### src/rtl/matmul_pkg.sv
// Shared types and width helpers for the J-chunk energy scheduler.
package matmul_pkg;

  typedef enum logic [1:0] {
    IDLE  = 2'd0,
    RUN   = 2'd1,
    DRAIN = 2'd2,
    DONE  = 2'd3
  } sched_state_e;

  // Bits needed to index 0..n-1 (chunk_idx width); never narrower than 1.
  function automatic int idx_width(input int n);
    return (n > 1) ? $clog2(n) : 1;
  endfunction

  // Bits needed to hold a count 0..n inclusive (issue/response/outstanding counters).
  function automatic int cnt_width(input int n);
    return $clog2(n + 1);
  endfunction

endpackage

### src/rtl/matmul_chunk_scheduler_counter.sv
// Up counter with synchronous clear; tracks the J-chunk issue index.
module matmul_chunk_scheduler_counter #(
  parameter int WIDTH = 7
) (
  input  logic             clk,
  input  logic             rst,
  input  logic             clr,
  input  logic             inc,
  output logic [WIDTH-1:0] count
);

  always_ff @(posedge clk) begin
    if (rst || clr) begin
      count <= '0;
    end else if (inc) begin
      count <= count + 1'b1;
    end
  end

endmodule

### src/rtl/matmul_chunk_scheduler.sv
// Sequences one sigma^T*J*sigma evaluation: issues chunk reads, accumulates block sums,
// exits early on reaching the previous energy, and drains in-flight reads before completing.
module matmul_chunk_scheduler
  import matmul_pkg::*;
#(
  parameter int NUM_J_CHUNKS    = 64,
  parameter int ADDR_WIDTH      = 16,
  parameter int MAX_OUTSTANDING = 4,
  parameter int ACC_WIDTH       = 16,
  parameter int ENERGY_WIDTH    = 21
) (
  input  logic                                 clk,
  input  logic                                 rst,
  input  logic                                 start,
  input  logic                                 abort,
  input  logic [ADDR_WIDTH-1:0]                j_base_addr,
  input  logic [ENERGY_WIDTH-1:0]              energy_previous,
  output logic                                 mem_req_valid,
  input  logic                                 mem_req_ready,
  output logic [ADDR_WIDTH-1:0]                mem_req_addr,
  input  logic                                 mem_rsp_valid,
  input  logic [ACC_WIDTH-1:0]                 block_sum,
  output logic [idx_width(NUM_J_CHUNKS)-1:0]   chunk_idx,
  output logic                                 busy,
  output logic                                 done,
  output logic                                 early_exit,
  output logic                                 aborted,
  output logic [ENERGY_WIDTH-1:0]              energy_out
);

  localparam int IDX_W = idx_width(NUM_J_CHUNKS);
  localparam int CNT_W = cnt_width(NUM_J_CHUNKS);
  localparam int OUT_W = cnt_width(MAX_OUTSTANDING);
  localparam logic [CNT_W-1:0] LAST_CNT = CNT_W'(NUM_J_CHUNKS);
  localparam logic [OUT_W-1:0] OUT_MAX  = OUT_W'(MAX_OUTSTANDING);

  sched_state_e state_reg, state_next;

  logic [ADDR_WIDTH-1:0]          base_reg;
  logic signed [ENERGY_WIDTH-1:0] thr_reg;
  logic signed [ENERGY_WIDTH-1:0] acc_reg, acc_next, acc_sum, bs_ext;
  logic [CNT_W-1:0]               rsp_cnt_reg, rsp_cnt_inc;
  logic [CNT_W-1:0]               issue_cnt;
  logic [OUT_W-1:0]               out_reg, out_next;
  logic                           early_reg, early_next;
  logic                           aborted_reg, aborted_next;
  logic [ENERGY_WIDTH-1:0]        energy_reg;

  logic accept, active, req_fire, rsp_fire, run_rsp, hit, final_rsp;

  assign accept   = start && ((state_reg == IDLE) || (state_reg == DONE));
  assign active   = (state_reg == RUN) || (state_reg == DRAIN);

  assign mem_req_valid = (state_reg == RUN) && (issue_cnt < LAST_CNT) && (out_reg < OUT_MAX);
  assign mem_req_addr  = base_reg + ADDR_WIDTH'(issue_cnt);
  assign req_fire      = mem_req_valid && mem_req_ready;

  // Responses only count against reads we actually issued; strays after reset are dropped.
  assign rsp_fire  = mem_rsp_valid && active && (out_reg != '0);
  assign run_rsp   = rsp_fire && (state_reg == RUN);

  assign bs_ext      = {{(ENERGY_WIDTH - ACC_WIDTH){block_sum[ACC_WIDTH-1]}}, block_sum};
  assign acc_sum     = acc_reg + bs_ext;
  assign acc_next    = run_rsp ? acc_sum : acc_reg;
  assign hit         = run_rsp && (acc_sum >= thr_reg);
  assign rsp_cnt_inc = rsp_cnt_reg + 1'b1;
  assign final_rsp   = run_rsp && (rsp_cnt_inc == LAST_CNT);

  always_comb begin
    out_next = out_reg;
    case ({req_fire, rsp_fire})
      2'b10:   out_next = out_reg + 1'b1;
      2'b01:   out_next = out_reg - 1'b1;
      default: out_next = out_reg;
    endcase
  end

  matmul_chunk_scheduler_counter #(
    .WIDTH(CNT_W)
  ) u_issue_cnt (
    .clk   (clk),
    .rst   (rst),
    .clr   (accept),
    .inc   (req_fire),
    .count (issue_cnt)
  );

  always_comb begin
    state_next   = state_reg;
    early_next   = early_reg;
    aborted_next = aborted_reg;
    case (state_reg)
      IDLE: begin
        if (start) state_next = RUN;
      end
      RUN: begin
        // Abort outranks a threshold hit landing in the same cycle.
        if (abort) begin
          aborted_next = 1'b1;
          state_next   = (out_next == '0) ? DONE : DRAIN;
        end else if (final_rsp) begin
          early_next = hit;
          state_next = DONE;
        end else if (hit) begin
          early_next = 1'b1;
          state_next = (out_next == '0) ? DONE : DRAIN;
        end
      end
      DRAIN: begin
        if (out_next == '0) state_next = DONE;
      end
      DONE: begin
        state_next = start ? RUN : IDLE;
      end
      default: state_next = IDLE;
    endcase
  end

  always_ff @(posedge clk) begin
    if (rst) begin
      state_reg   <= IDLE;
      base_reg    <= '0;
      thr_reg     <= '0;
      acc_reg     <= '0;
      rsp_cnt_reg <= '0;
      out_reg     <= '0;
      early_reg   <= 1'b0;
      aborted_reg <= 1'b0;
      energy_reg  <= '0;
    end else begin
      state_reg <= state_next;
      if (accept) begin
        base_reg    <= j_base_addr;
        thr_reg     <= energy_previous;
        acc_reg     <= '0;
        rsp_cnt_reg <= '0;
        out_reg     <= '0;
        early_reg   <= 1'b0;
        aborted_reg <= 1'b0;
        energy_reg  <= '0;
      end else begin
        acc_reg     <= acc_next;
        out_reg     <= out_next;
        early_reg   <= early_next;
        aborted_reg <= aborted_next;
        if (run_rsp) rsp_cnt_reg <= rsp_cnt_inc;
        if ((state_next == DONE) && (state_reg != DONE)) energy_reg <= acc_next;
      end
    end
  end

  assign chunk_idx  = rsp_cnt_reg[IDX_W-1:0];
  assign busy       = active;
  assign done       = (state_reg == DONE);
  assign early_exit = early_reg;
  assign aborted    = aborted_reg;
  assign energy_out = energy_reg;

endmodule

### config.mk
export PLATFORM = sky130hd
export DESIGN_NAME = matmul_chunk_scheduler
export DESIGN_NICKNAME = d
export VERILOG_FILES = /design/src/rtl/matmul_pkg.sv /design/src/rtl/matmul_chunk_scheduler_counter.sv /design/src/rtl/matmul_chunk_scheduler.sv
export SDC_FILE = /design/constraint.sdc
export NUM_CORES = 1
export LEC_CHECK = 0
export CORE_UTILIZATION = 30
export CTS_BUF_LIST = sky130_fd_sc_hd__clkbuf_8
export DETAILED_ROUTE_END_ITERATION = 8
export PLACE_DENSITY_LB_ADDON = 0.2
export SLEW_MARGIN = 20
export SYNTH_ARGS = -nofsm -noshare
export SYNTH_HDL_FRONTEND = slang
export SYNTH_SLANG_ARGS = --single-unit
export TNS_END_PERCENT = 50
### constraint.sdc
create_clock -name clk -period 6.8 [get_ports clk]
set_clock_uncertainty 0.2 [all_clocks]
set_input_delay 1.02 -clock clk [delete_from_list [all_inputs] [get_ports clk]]
set_output_delay 1.02 -clock clk [all_outputs]
set_load 0.01 [all_outputs]
Word-level counts from Yosys, hierarchy flattened:

Index checks and enable logic that the tools add are counted.

* output and inout port bits: 48
* logic and storage cells: 60
* register bits: 100
* memories: 0
* memory bits (writable): 0
* bits in read-only memories: 0
* bits in latches: 0

* reductions and logical operators: 20
* multiply operators: 0
* bitwise logic cells: 1
* shift operators: 0
* $add $sub $neg: 6
* multiplexer cells: 12
* equal/unequal tests: 8
* divide/modulo/power cells: 0
* magnitude comparators: 3

Operator list (count)
* $add 21x16->21: 1
* $ge 21x21->1: 1
* $mux 21: 1
* $add 16x7->16: 1
* $add 7x1->7 const B: 2
* $logic_and 1x1->1: 10
* $mux 2: 5
* $eq 2x2->1 const B: 4
* $pmux 2 s4: 1
* $eq 7x7->1 const B: 1
* $lt 7x7->1 const B: 1
* $pmux 3 s2: 1
* $eq 2x1->1 const B: 2
* $mux 1: 4
* $add 3x1->3 const B: 1
* $logic_not 3->1: 1
* $logic_or 1x1->1: 3
* $lt 3x3->1 const B: 1
* $reduce_and 3->1: 1
* $reduce_bool 3->1: 1
* $sub 3x1->3 const B: 1
* $logic_not 2->1: 1
* $ne 2x2->1 const B: 1
* $reduce_and 2->1: 1
* 3 further kinds: 3

Depth between registers and ports, before layout:

Gate-level depths: netlist of the first run.

* depth in word-level cells: 14
* depth in mapped cells: 21
* gate-level depth less buffers: 20

Cells and area by module:

Synthesis of the first run repeated with hierarchy kept, for this count alone.

* cell total of the unflattened synthesis: 754
* area, all modules: 5958.2 µm²

By module, submodules not included
* matmul_chunk_scheduler: seq. area each 1861.8 µm², area an instance 5655.4 µm², cells an instance 721, times used 1
* matmul_chunk_scheduler_counter: seq. area each 140.1 µm², area an instance 302.8 µm², cells an instance 33, times used 1

Worst setup path before layout of the first run:

Ideal clock, no wire load.

* kind: input to register
* start point: input block_sum[0]
* end point: register energy_reg[10] (netlist: energy_out[10])
* required time: 6.479 ns
* stages on the path: 21
* setup slack: 1.380 ns
* arrival: 5.099 ns
* path through: ha_1 inv_1 fa_1 nor2b_1 o31ai_1 a31oi_1 o21ai_0 nand2_1 a21oi_1 xor2_1 xnor2_1 ha_1 nand4_2 nor3_4 o211ai_1 o22a_1 a311o_1 mux2_4 o21ai_2 buf_6 mux2_4

* longest elaborated chain between the ends: 9
* elaborated cells on any way between the ends: 10
* those cells by class: add/sub (1); order compare (1); eq/ne (1); mux (5); reduce/logical (2)

RTL lines
* start: declaration: line matmul_chunk_scheduler.sv:22 `input logic [ACC_WIDTH-1:0] block_sum,`
* $add 21x16->21 (*): line matmul_chunk_scheduler.sv:63 `assign acc_sum = acc_reg + bs_ext;`
* $ge 21x21->1: line matmul_chunk_scheduler.sv:65 `assign hit = run_rsp && (acc_sum >= thr_reg);`
* $logic_and 1x1->1: line matmul_chunk_scheduler.sv:65
* $mux 2: line matmul_chunk_scheduler.sv:104 `end else if (hit) begin`
* $mux 2: line matmul_chunk_scheduler.sv:101 `end else if (final_rsp) begin`
* $mux 2: line matmul_chunk_scheduler.sv:98 `if (abort) begin`
* $pmux 2 s4: line matmul_chunk_scheduler.sv:92 `case (state_reg)`
* $eq 2x2->1: line matmul_chunk_scheduler.sv:147 `if ((state_next == DONE) && (state_reg != DONE)) energy_reg <= acc_next;`
* $logic_and 1x1->1: line matmul_chunk_scheduler.sv:147
* end signal: assignment: line matmul_chunk_scheduler.sv:147
* end: declaration: line matmul_chunk_scheduler.sv:47 `logic [ENERGY_WIDTH-1:0] energy_reg;`

Every way passes the cells marked *; elsewhere a longest branch is shown, timed or not.
A chain may end at the register's enable or synchronous reset.

Worst setup path in the final report of the first run:

* start point: input block_sum[0]
* end point: register energy_reg[0] (netlist: energy_out[0])

Same word-level chain as after synthesis.

==> impl_metrics.env, run 1 <==
export IMPL_outcome="finished, final reports clean"
export IMPL_ys_top_cells_by_area="dfxtp_1, ha_1, nand2_1"
export IMPL_crit_top_cell="ha_1"
export IMPL_h_tree_depth=3
export IMPL_finalPower_mw=1.65
export IMPL_finalHoldViolCount=0
export IMPL_intPower_mw=1.07
export IMPL_ys_warn_count=0
export IMPL_insertion_delay_ns=0.39
export IMPL_worst_endpoint_arrival_ns=6.17
export IMPL_coreArea_sq_um=20200
export IMPL_timing_final_crit_share_pct=89.6
export IMPL_port_buffers=106
export IMPL_floorplan_die_height_um=145
export IMPL_power_density_nw_per_um2=216
export IMPL_ant_nets=0
export IMPL_path_class="in -> reg"
export IMPL_die_w_um=145
export IMPL_final_common_cell="nand2_1"
export IMPL_crit_fanout=21
export IMPL_wl_per_cell_um=14.0
export IMPL_async_reset_ff_share_pct=0
export IMPL_whs_ns=0.261
export IMPL_crit_chain="clkdlybuf4s50_1, ha_1, inv_1, fa_1, nor2b_1, o31ai_1, a31oi_1, o21ai_0, nand2_1, a21oi_1, xor2_1, xnor2_1, ha_1, nand4_2, nor3_4, o211ai_1, o22a_1, a311o_1, mux2_4, o21ai_2, buf_12, mux2_2"
export IMPL_grtUsageTotal_pct=15.3
export IMPL_seq_area_sq_um=2000
export IMPL_yosys_area_top_type="dfxtp_1"
export IMPL_syn_num_nets=873
export IMPL_fmax_ghz=0.164
export IMPL_p_switching_uw=579
export IMPL_max_cap_violations=0
export IMPL_hold_class="reg -> reg"
export IMPL_required_ns=6.88
export IMPL_place_congestion=0.810
export IMPL_die_area_sq_um=21100
export IMPL_yosysUniqueCellTypes=62
export IMPL_dpl_hpwl_um=11600
export IMPL_drc=0
export IMPL_cts_tree="yes"
export IMPL_rsz0062_at_grt="no"
export IMPL_numCtsBuffers=9
export IMPL_pwr_share_seq_pct=40.8
export IMPL_critPathLaunch="block_sum[0]"
export IMPL_slew_headroom_pct=62.6
export IMPL_clkSinkCount=100
export IMPL_grt_overflow=0
export IMPL_multi_input_area_sq_um=3780
export IMPL_final_nets=959
export IMPL_path_clk_slew_ns=0.10
export IMPL_post_route_util_pct=38.0
export IMPL_grt_max_degree=42
export IMPL_antenna_cells=0
export IMPL_synth_top_area_share_pct=32.5
export IMPL_start_kind="primary input"
export IMPL_wl_um=15600
export IMPL_clkPwrFrac_pct=24.5
export IMPL_grt_pass1_wl_um=26100
export IMPL_antenna_found_initial=0
export IMPL_worst_slew_pin_slew_ns=0.547
export IMPL_synth_seq_cells=100
export IMPL_fillers=2140
export IMPL_drive_gt1_share_pct=6.15
export IMPL_initial_utilization_pct=30.6
export IMPL_via_per_inst=4.70
export IMPL_peakVddDrop_v=0.0000934
export IMPL_setup_tns_ns=0
export IMPL_hold_buffers=0
export IMPL_swShare_pct=35.1
export IMPL_holdCritStartpoint="thr_reg[13]"
export IMPL_drt_iter0_drc=187
export IMPL_p_leak_nw=3.08
export IMPL_ys_flop_type="dfxtp_1"
export IMPL_p_comb_share_pct=34.7
export IMPL_finalSetupViolCount=0
export IMPL_ys_seq_area_share_pct=32.5
export IMPL_syn2layout_area_growth_pct=24.3
export IMPL_netlist_area_sq_um=6170
export IMPL_layout_common_cells="nand2_1, clkdlybuf4s50_1, dfxtp_1, a21oi_1, ha_1"
export IMPL_synth_edf_count=0
export IMPL_num_rows=52
export IMPL_period_needed_ns=6.09
export IMPL_cts_resized=0
export IMPL_routed_via_count=5247
export IMPL_postCtsSetupBuffers=0
export IMPL_end_kind="flip-flop"
export IMPL_critical_path_slowest_cell="a311o_1"
export IMPL_maxSlewViolCount=0
export IMPL_grt_pass1_vias=5302
export IMPL_synthCells=755
export IMPL_critical_path_max_stage_delay_ns=0.45
export IMPL_syn_area_per_cell_sq_um=8.17
export IMPL_regToRegStartpoint="acc_reg[0]"
export IMPL_drt_first_pass_iters=6
export IMPL_ios=107
export IMPL_clock_path_buffers=2
export IMPL_clock_root_buffer="clkbuf_8"
-- layout make-up --
type | instances | area share [%]
Tap cell | 270 | 4.41
Sequential cell | 100 | 26.1
Clock inverter | 5 | 0.669
Multi-Input combinational cell | 562 | 49.3
Clock buffer | 11 | 1.98
Inverter | 53 | 2.60
Timing Repair Buffer | 115 | 14.9
-- logic make-up (layout without fill, tap and decap cells) --
logic type	Yosys count	after routing	share of synthesized area (%)
simple gates	274	274	21.1
compound gates	159	159	16.0
flops	100	100	32.5
buf+inv	93	184	6.27
fa+ha+maj	59	59	12.3
xor+xnor	45	45	6.39
mux	25	25	5.40
-- worst max-delay path: cells and delay by family --
kind,cells,cell delay (ns)
mux,2,0.69
xor+xnor,2,0.29
buf+inv,3,0.70
compound gates,8,2.06
fa+ha+maj,3,0.75
simple gates,4,0.65
-- per-stage QoR --
step | instance area, sq um | setup slack, ns | std cells
2_1_floorplan | 6170 | 1.38 | 755
3_3_place_gp | 7460 | 0.525 | 1100
3_5_place_dp | 7460 | 0.337 | 1100
4_1_cts | 7660 | 0.739 | 1116
5_1_grt | 7660 | 0.332 | 1116
6_report | 7660 | 0.709 | 1116
-- per-layer routing --
metal	part of all wire, %	track usage [%]
met5	0	0
met3	3.1	2.35
met1	49	19.5
met4	2.2	6.16
met2	46	25.9
-- power groups by stage --
stage / registers [mW] / clock network [mW] / logic, mW
floorplan: 0.678 / 0 / 0.389
global placement: 0.688 / 0 / 0.580
detailed placement: 0.688 / 0 / 0.582
CTS: 0.675 / 0.420 / 0.586
global route: 0.682 / 0.441 / 0.648
finish: 0.674 / 0.406 / 0.573
-- worst paths after layout --
path                   endpoint  slack [ns]  cells past startpoint
setup reg to reg  energy_out[0]        1.45                     21
setup / recovery  energy_out[0]        0.71                     22
hold / removal      thr_reg[13]        0.26                      2
hold reg to reg     thr_reg[13]        0.26                      2
-- cell usage after synthesis, types with 3 or more instances --
cell type    n
xnor2_1     23
and3_1       8
or3_1        3
o21ai_0     17
mux2i_1      7
xor2_1      22
o31ai_1      4
nor3b_1      3
nor2_1      50
nor2b_1      6
nand3_1     10
buf_4        6
nor4b_1      5
a211oi_1     5
a31oi_1      5
a31o_2       3
a211o_1      4
nand4_1     11
and2_1      20
inv_1       53
a21o_1       4
fa_1         3
o211ai_1     5
mux2_4      16
clkbuf_1    28
o21a_1       4
nor3_1       9
nand2_1    131
a21oi_1     82
ha_1        56
o21bai_1     3
dfxtp_1    100
a21boi_0     4
buf_1        4
nand2b_1     7
No activity file was read; power rests on OpenSTA's default activity.
==> run 2, diff against run 1 <==
--- a/config.mk
+++ b/config.mk
@@ -8,6 +8,7 @@
 export CORE_UTILIZATION = 30
 export CTS_BUF_LIST = sky130_fd_sc_hd__clkbuf_8
 export DETAILED_ROUTE_END_ITERATION = 8
+export DONT_BUFFER_PORTS = 1
 export PLACE_DENSITY_LB_ADDON = 0.2
 export SLEW_MARGIN = 20
 export SYNTH_ARGS = -nofsm -noshare
==> run 2 against run 1 <==
Effect of this change: power down 1.7%; worst hold slack worse by 0.0048 ns; clock power up 15%; fmax up 5.5%; final cell count down 9.8%; wire length up 0.25%; via count down 6.7%; die area unchanged; core utilization down 5.2 points; setup slack better by 0.32 ns; critical endpoint unchanged.
==> impl_metrics.env, run 2 (synthesized netlist as in run 1, its figures left out) <==
export IMPL_slew_headroom_pct=58.0
export IMPL_hold_buffers=0
export IMPL_outcome="finished, final reports clean"
export IMPL_final_common_cell="nand2_1"
export IMPL_path_class="in -> reg"
export IMPL_drt_iter0_drc=207
export IMPL_drive_gt1_share_pct=6.92
export IMPL_maxSlewViolCount=0
export IMPL_crit_top_cell="ha_1"
export IMPL_layout_common_cells="nand2_1, dfxtp_1, a21oi_1, ha_1, inv_1"
export IMPL_regToRegStartpoint="acc_reg[0]"
export IMPL_numCtsBuffers=9
export IMPL_clock_root_buffer="clkbuf_8"
export IMPL_timing_final_crit_share_pct=84.9
export IMPL_path_buf_inv=2
export IMPL_fillers=2197
export IMPL_wl_per_cell_um=15.6
export IMPL_antenna_cells=0
export IMPL_ant_nets=0
export IMPL_end_kind="flip-flop"
export IMPL_drc=0
export IMPL_required_ns=6.89
export IMPL_finalSetupViolCount=0
export IMPL_drt_first_pass_iters=5
export IMPL_clkSinkCount=100
export IMPL_path_clk_slew_ns=0.10
export IMPL_grtUsageTotal_pct=15.4
export IMPL_coreArea_sq_um=20200
export IMPL_worst_slew_pin_slew_ns=0.615
export IMPL_crit_fanout=21
export IMPL_antenna_found_initial=0
export IMPL_syn2layout_area_growth_pct=7.28
export IMPL_setup_tns_ns=0
export IMPL_num_rows=52
export IMPL_path_delay_family="compound AO/OA/AOI/OAI gates"
export IMPL_worst_endpoint_arrival_ns=5.86
export IMPL_peakVddDrop_v=0.000120
export IMPL_h_tree_depth=3
export IMPL_p_leak_nw=2.69
export IMPL_grt_overflow=0
export IMPL_floorplan_die_height_um=145
export IMPL_start_kind="primary input"
export IMPL_clock_path_buffers=2
export IMPL_finalPower_mw=1.63
export IMPL_insertion_delay_ns=0.39
export IMPL_wl_um=15700
export IMPL_place_congestion=0.799
export IMPL_critical_path_max_stage_delay_ns=0.45
export IMPL_holdCritStartpoint="thr_reg[18]"
export IMPL_initial_utilization_pct=30.6
export IMPL_power_density_nw_per_um2=246
export IMPL_final_nets=851
export IMPL_port_buffers=0
export IMPL_crit_chain="ha_1, inv_1, fa_1, nor2b_1, o31ai_1, a31oi_1, o21ai_0, nand2_1, a21oi_1, xor2_1, xnor2_1, ha_1, nand4_2, nor3_4, o211ai_1, o22a_1, a311o_1, mux2_4, o21ai_2, buf_4, mux2_2"
export IMPL_max_cap_violations=0
export IMPL_die_area_sq_um=21100
export IMPL_grt_pass1_vias=4881
export IMPL_hold_class="reg -> reg"
export IMPL_dpl_hpwl_um=11400
export IMPL_fmax_ghz=0.173
export IMPL_critical_path_slowest_cell="o31ai_1"
export IMPL_die_w_um=145
export IMPL_critPathLaunch="block_sum[0]"
export IMPL_routed_via_count=4896
export IMPL_via_per_inst=4.86
export IMPL_postCtsSetupBuffers=0
export IMPL_period_needed_ns=5.78
export IMPL_grt_max_degree=42
export IMPL_rsz0062_at_grt="no"
export IMPL_grt_pass1_wl_um=25800
export IMPL_cts_tree="yes"
export IMPL_finalHoldViolCount=0
export IMPL_ios=107
export IMPL_cts_resized=0
## run 2: worst register-to-register path: stages, from the launching register on
cell      delay [ns]
dfxtp_1         0.33
ha_1            0.19
inv_1           0.07
fa_1            0.20
nor2b_1         0.08
o31ai_1         0.45
a31oi_1         0.22
o21ai_0         0.28
nand2_1         0.14
a21oi_1         0.20
xor2_1          0.19
xnor2_1         0.09
ha_1            0.34
nand4_2         0.18
nor3_4          0.25
o211ai_1        0.13
o22a_1          0.18
a311o_1         0.44
mux2_4          0.34
o21ai_2         0.11
buf_4           0.37
mux2_2          0.40
## run 2: per-layer routing
layer / GRT usage [%] / wire length [um] / vias up
met5: 0 / 0 / -
met4: 4.11 / 176 / 0
met3: 3.95 / 776 / 11
met2: 26.1 / 7450 / 76
met1: 19.3 / 7270 / 2273
li1: - / - / 2536
## run 2: power by group
group	total [mW]	leakage, nW	switching, mW	internal, mW
registers	0.675	0.812	0.0385	0.636
clock network	0.468	0.120	0.224	0.244
logic	0.482	1.76	0.309	0.173
total	1.63	2.69	0.572	1.05
## run 2: cell type report
class / instances / area (sq um) / area share [%]
Multi-Input combinational cell: 562 / 3790 / 57.3
Sequential cell: 100 / 2000 / 30.3
Tap cell: 270 / 338 / 5.11
Inverter: 53 / 199 / 3.01
Clock buffer: 9 / 124 / 1.87
Clock inverter: 6 / 113 / 1.70
Timing Repair Buffer: 7 / 52.6 / 0.794
## run 2: path summary, 6_finish.rpt
path | to | slack [ns] | cells past startpoint
hold / removal | thr_reg[18] | 0.26 | 2
setup / recovery | energy_out[0] | 1.02 | 21
hold reg to reg | thr_reg[18] | 0.26 | 2
setup reg to reg | energy_out[0] | 1.33 | 21
## run 2: through the flow
step                util, %  hold slack (ns)  std cells  setup WS [ns]  area, sq um
floorplan                 -            0.236        755           1.38         6170
global placement       31.6            0.241        992          0.804         6380
detailed placement     31.6            0.241        992          0.606         6380
CTS                    32.8            0.255       1007           1.03         6620
global route           32.8            0.285       1007          0.593         6620
finish                 32.8            0.256       1007           1.02         6620
==> run 3, diff against run 2 <==
==> constraint.sdc (replaced) <==
create_clock -name clk -period 5.16 [get_ports clk]
set_clock_uncertainty 0.2 [all_clocks]
set_input_delay 0.774 -clock clk [delete_from_list [all_inputs] [get_ports clk]]
set_output_delay 0.774 -clock clk [all_outputs]
set_load 0.01 [all_outputs]
==> run 3 against run 2 <==
Effect of this change: power increased by 28%; largest cell class unchanged; final cell count increased by 4.8%; combinational power increased by 39%; core utilization increased by 1.9 points; sequential share of layout area decreased by 1.7 points.
==> impl_metrics.env, run 3 (synthesized netlist as in run 1, its figures left out) <==
export IMPL_peakVddDrop_v=0.000207
export IMPL_syn2layout_area_growth_pct=13.6
export IMPL_finalPower_mw=2.08
export IMPL_p_switching_uw=751
export IMPL_dpl_hpwl_um=11700
export IMPL_gr_usage_met3_pct=3.17
export IMPL_grtUsageTotal_pct=15.4
export IMPL_hold_buffers=0
export IMPL_holdCritStartpoint="rst"
export IMPL_hold_path_end="base_reg[0]"
export IMPL_path_class="in -> reg"
export IMPL_wl_per_cell_um=14.9
export IMPL_grt_util_met1_pct=19.3
export IMPL_regToRegStartpoint="acc_reg[7]"
export IMPL_drive_gt1_share_pct=13.5
export IMPL_finalHoldViolCount=0
export IMPL_worst_endpoint_arrival_ns=5.01
export IMPL_worst_slew_pin_slew_ns=0.790
export IMPL_ant_nets=0
export IMPL_port_buffers=0
export IMPL_ios=107
export IMPL_antenna_found_initial=0
export IMPL_p_leak_nw=2.91
export IMPL_p_comb_share_pct=32.2
export IMPL_clkSinkCount=100
export IMPL_finalSetupViolCount=0
export IMPL_fillers=2176
export IMPL_path_clk_slew_ns=0.10
export IMPL_numCtsBuffers=9
export IMPL_intPower_mw=1.33
export IMPL_max_cap_violations=0
export IMPL_seq_area_sq_um=2000
export IMPL_period_needed_ns=4.93
export IMPL_antenna_cells=0
export IMPL_drc=0
export IMPL_coreArea_sq_um=20200
export IMPL_crit_fanout=19
export IMPL_hold_class="in -> reg"
export IMPL_maxSlewViolCount=0
export IMPL_grt_pass1_wl_um=25900
export IMPL_multi_input_area_sq_um=3850
export IMPL_insertion_delay_ns=0.39
export IMPL_power_density_nw_per_um2=297
export IMPL_final_nets=899
export IMPL_grt_busiest_layer="met2"
export IMPL_place_congestion=0.805
export IMPL_final_common_cell="nand2_1"
export IMPL_instances_no_fill=1055
export IMPL_num_rows=52
export IMPL_timing_final_crit_share_pct=95.6
export IMPL_clock_root_buffer="clkbuf_8"
export IMPL_grt_pass1_vias=5064
export IMPL_start_kind="primary input"
export IMPL_pwr_share_seq_pct=42.8
export IMPL_via_per_inst=4.77
export IMPL_end_kind="flip-flop"
export IMPL_r2r_end="energy_out[0]"
export IMPL_dp_cells=1039
export IMPL_clock_path_buffers=2
export IMPL_swShare_pct=36.1
export IMPL_drt_iter0_drc=217
export IMPL_initial_utilization_pct=30.6
export IMPL_cts_tree="yes"
export IMPL_use_met2_pct=26.0
export IMPL_die_area_sq_um=21100
export IMPL_die_w_um=145
export IMPL_r2r_slack_ns=0.29
export IMPL_outcome="finished, final reports clean"
export IMPL_fmax_ghz=0.203
export IMPL_routed_via_count=5031
export IMPL_clkPwrFrac_pct=25.0
export IMPL_layout_common_cells="nand2_1, dfxtp_1, a21oi_1, ha_1"
export IMPL_slew_headroom_pct=47.3
export IMPL_hold_depth=1
export IMPL_reg2reg_depth=19
export IMPL_drt_first_pass_iters=4
export IMPL_wl_um=15700
export IMPL_floorplan_die_height_um=145
export IMPL_grt_overflow=0
export IMPL_grt_max_degree=42
export IMPL_h_tree_depth=3
export IMPL_required_ns=5.24
==> run 3: final cells by class <==
cell class,count,share of cell area (%)
Sequential cell,100,28.6
Multi-Input combinational cell,562,55.0
Tap cell,270,4.82
Inverter,53,2.84
Timing Repair Buffer,55,6.07
Clock inverter,5,0.768
Clock buffer,10,1.96
==> run 3: worst max path at each step <==
stage | startpoint | to | depth (start not counted)
6_report | block_sum[7] | energy_out[0] | 19
5_1_grt | block_sum[7] | energy_out[0] | 18
4_1_cts | block_sum[13] | energy_out[0] | 18
3_5_place_dp | block_sum[0] | energy_out[0] | 21
3_3_place_gp | block_sum[13] | energy_out[0] | 18
2_1_floorplan | block_sum[13] | energy_out[10] | 18
==> run 3: critical path, stage by stage <==
cell and delay [ns]:
ha_1 0.33, a21oi_1 0.16, buf_4 0.16, o21ai_0 0.14
or3_4 0.40, nand3_1 0.09, nand4_1 0.15, a21oi_2 0.21
xnor2_1 0.08, ha_1 0.32, nand4_2 0.17, nor3_4 0.26
o211ai_1 0.13, o22a_1 0.19, a311o_1 0.41, mux2_4 0.32
o21ai_2 0.16, buf_12 0.21, mux2_2 0.35
==> run 3: routing by layer <==
metal  wire, um  share of wire [%]
met3        581                3.7
met4        230                1.5
met5          0                  0
met2       7430                 47
met1       7500                 48
==> run 3: what timing repair did <==
item | in CTS | in global routing
endpoints found under the setup margin | 1 | 21
endpoints found under the hold margin | 0 | 0
resized for setup | 2 | 10
pin swaps | 1 | 2
buffers inserted | 0 | 1
cloned | 0 | 0
==> run 3: through the flow <==
stage                     setup slack [ns]  area [sq um]  setup TNS, ns  util [%]  hold WS (ns)
after floorplan                     0.0379          6170              0         -         0.236
after global placement              -0.252          6750          -4.11      33.5         0.241
after detailed placement            -0.440          6750          -8.08      33.5         0.242
after CTS                           0.0339          6950              0      34.5         0.210
after global routing               -0.0209          7010        -0.0209      34.7         0.222
final                                0.228          7010              0      34.7         0.246
==> run 3: power by group through the flow <==
stage | Combinational [mW] | Clock [mW] | Sequential, mW
2_1_floorplan | 0.513 | 0 | 0.894
3_3_place_gp | 0.678 | 0 | 0.907
3_5_place_dp | 0.677 | 0 | 0.907
4_1_cts | 0.681 | 0.549 | 0.889
5_1_grt | 0.753 | 0.577 | 0.902
6_report | 0.670 | 0.520 | 0.889
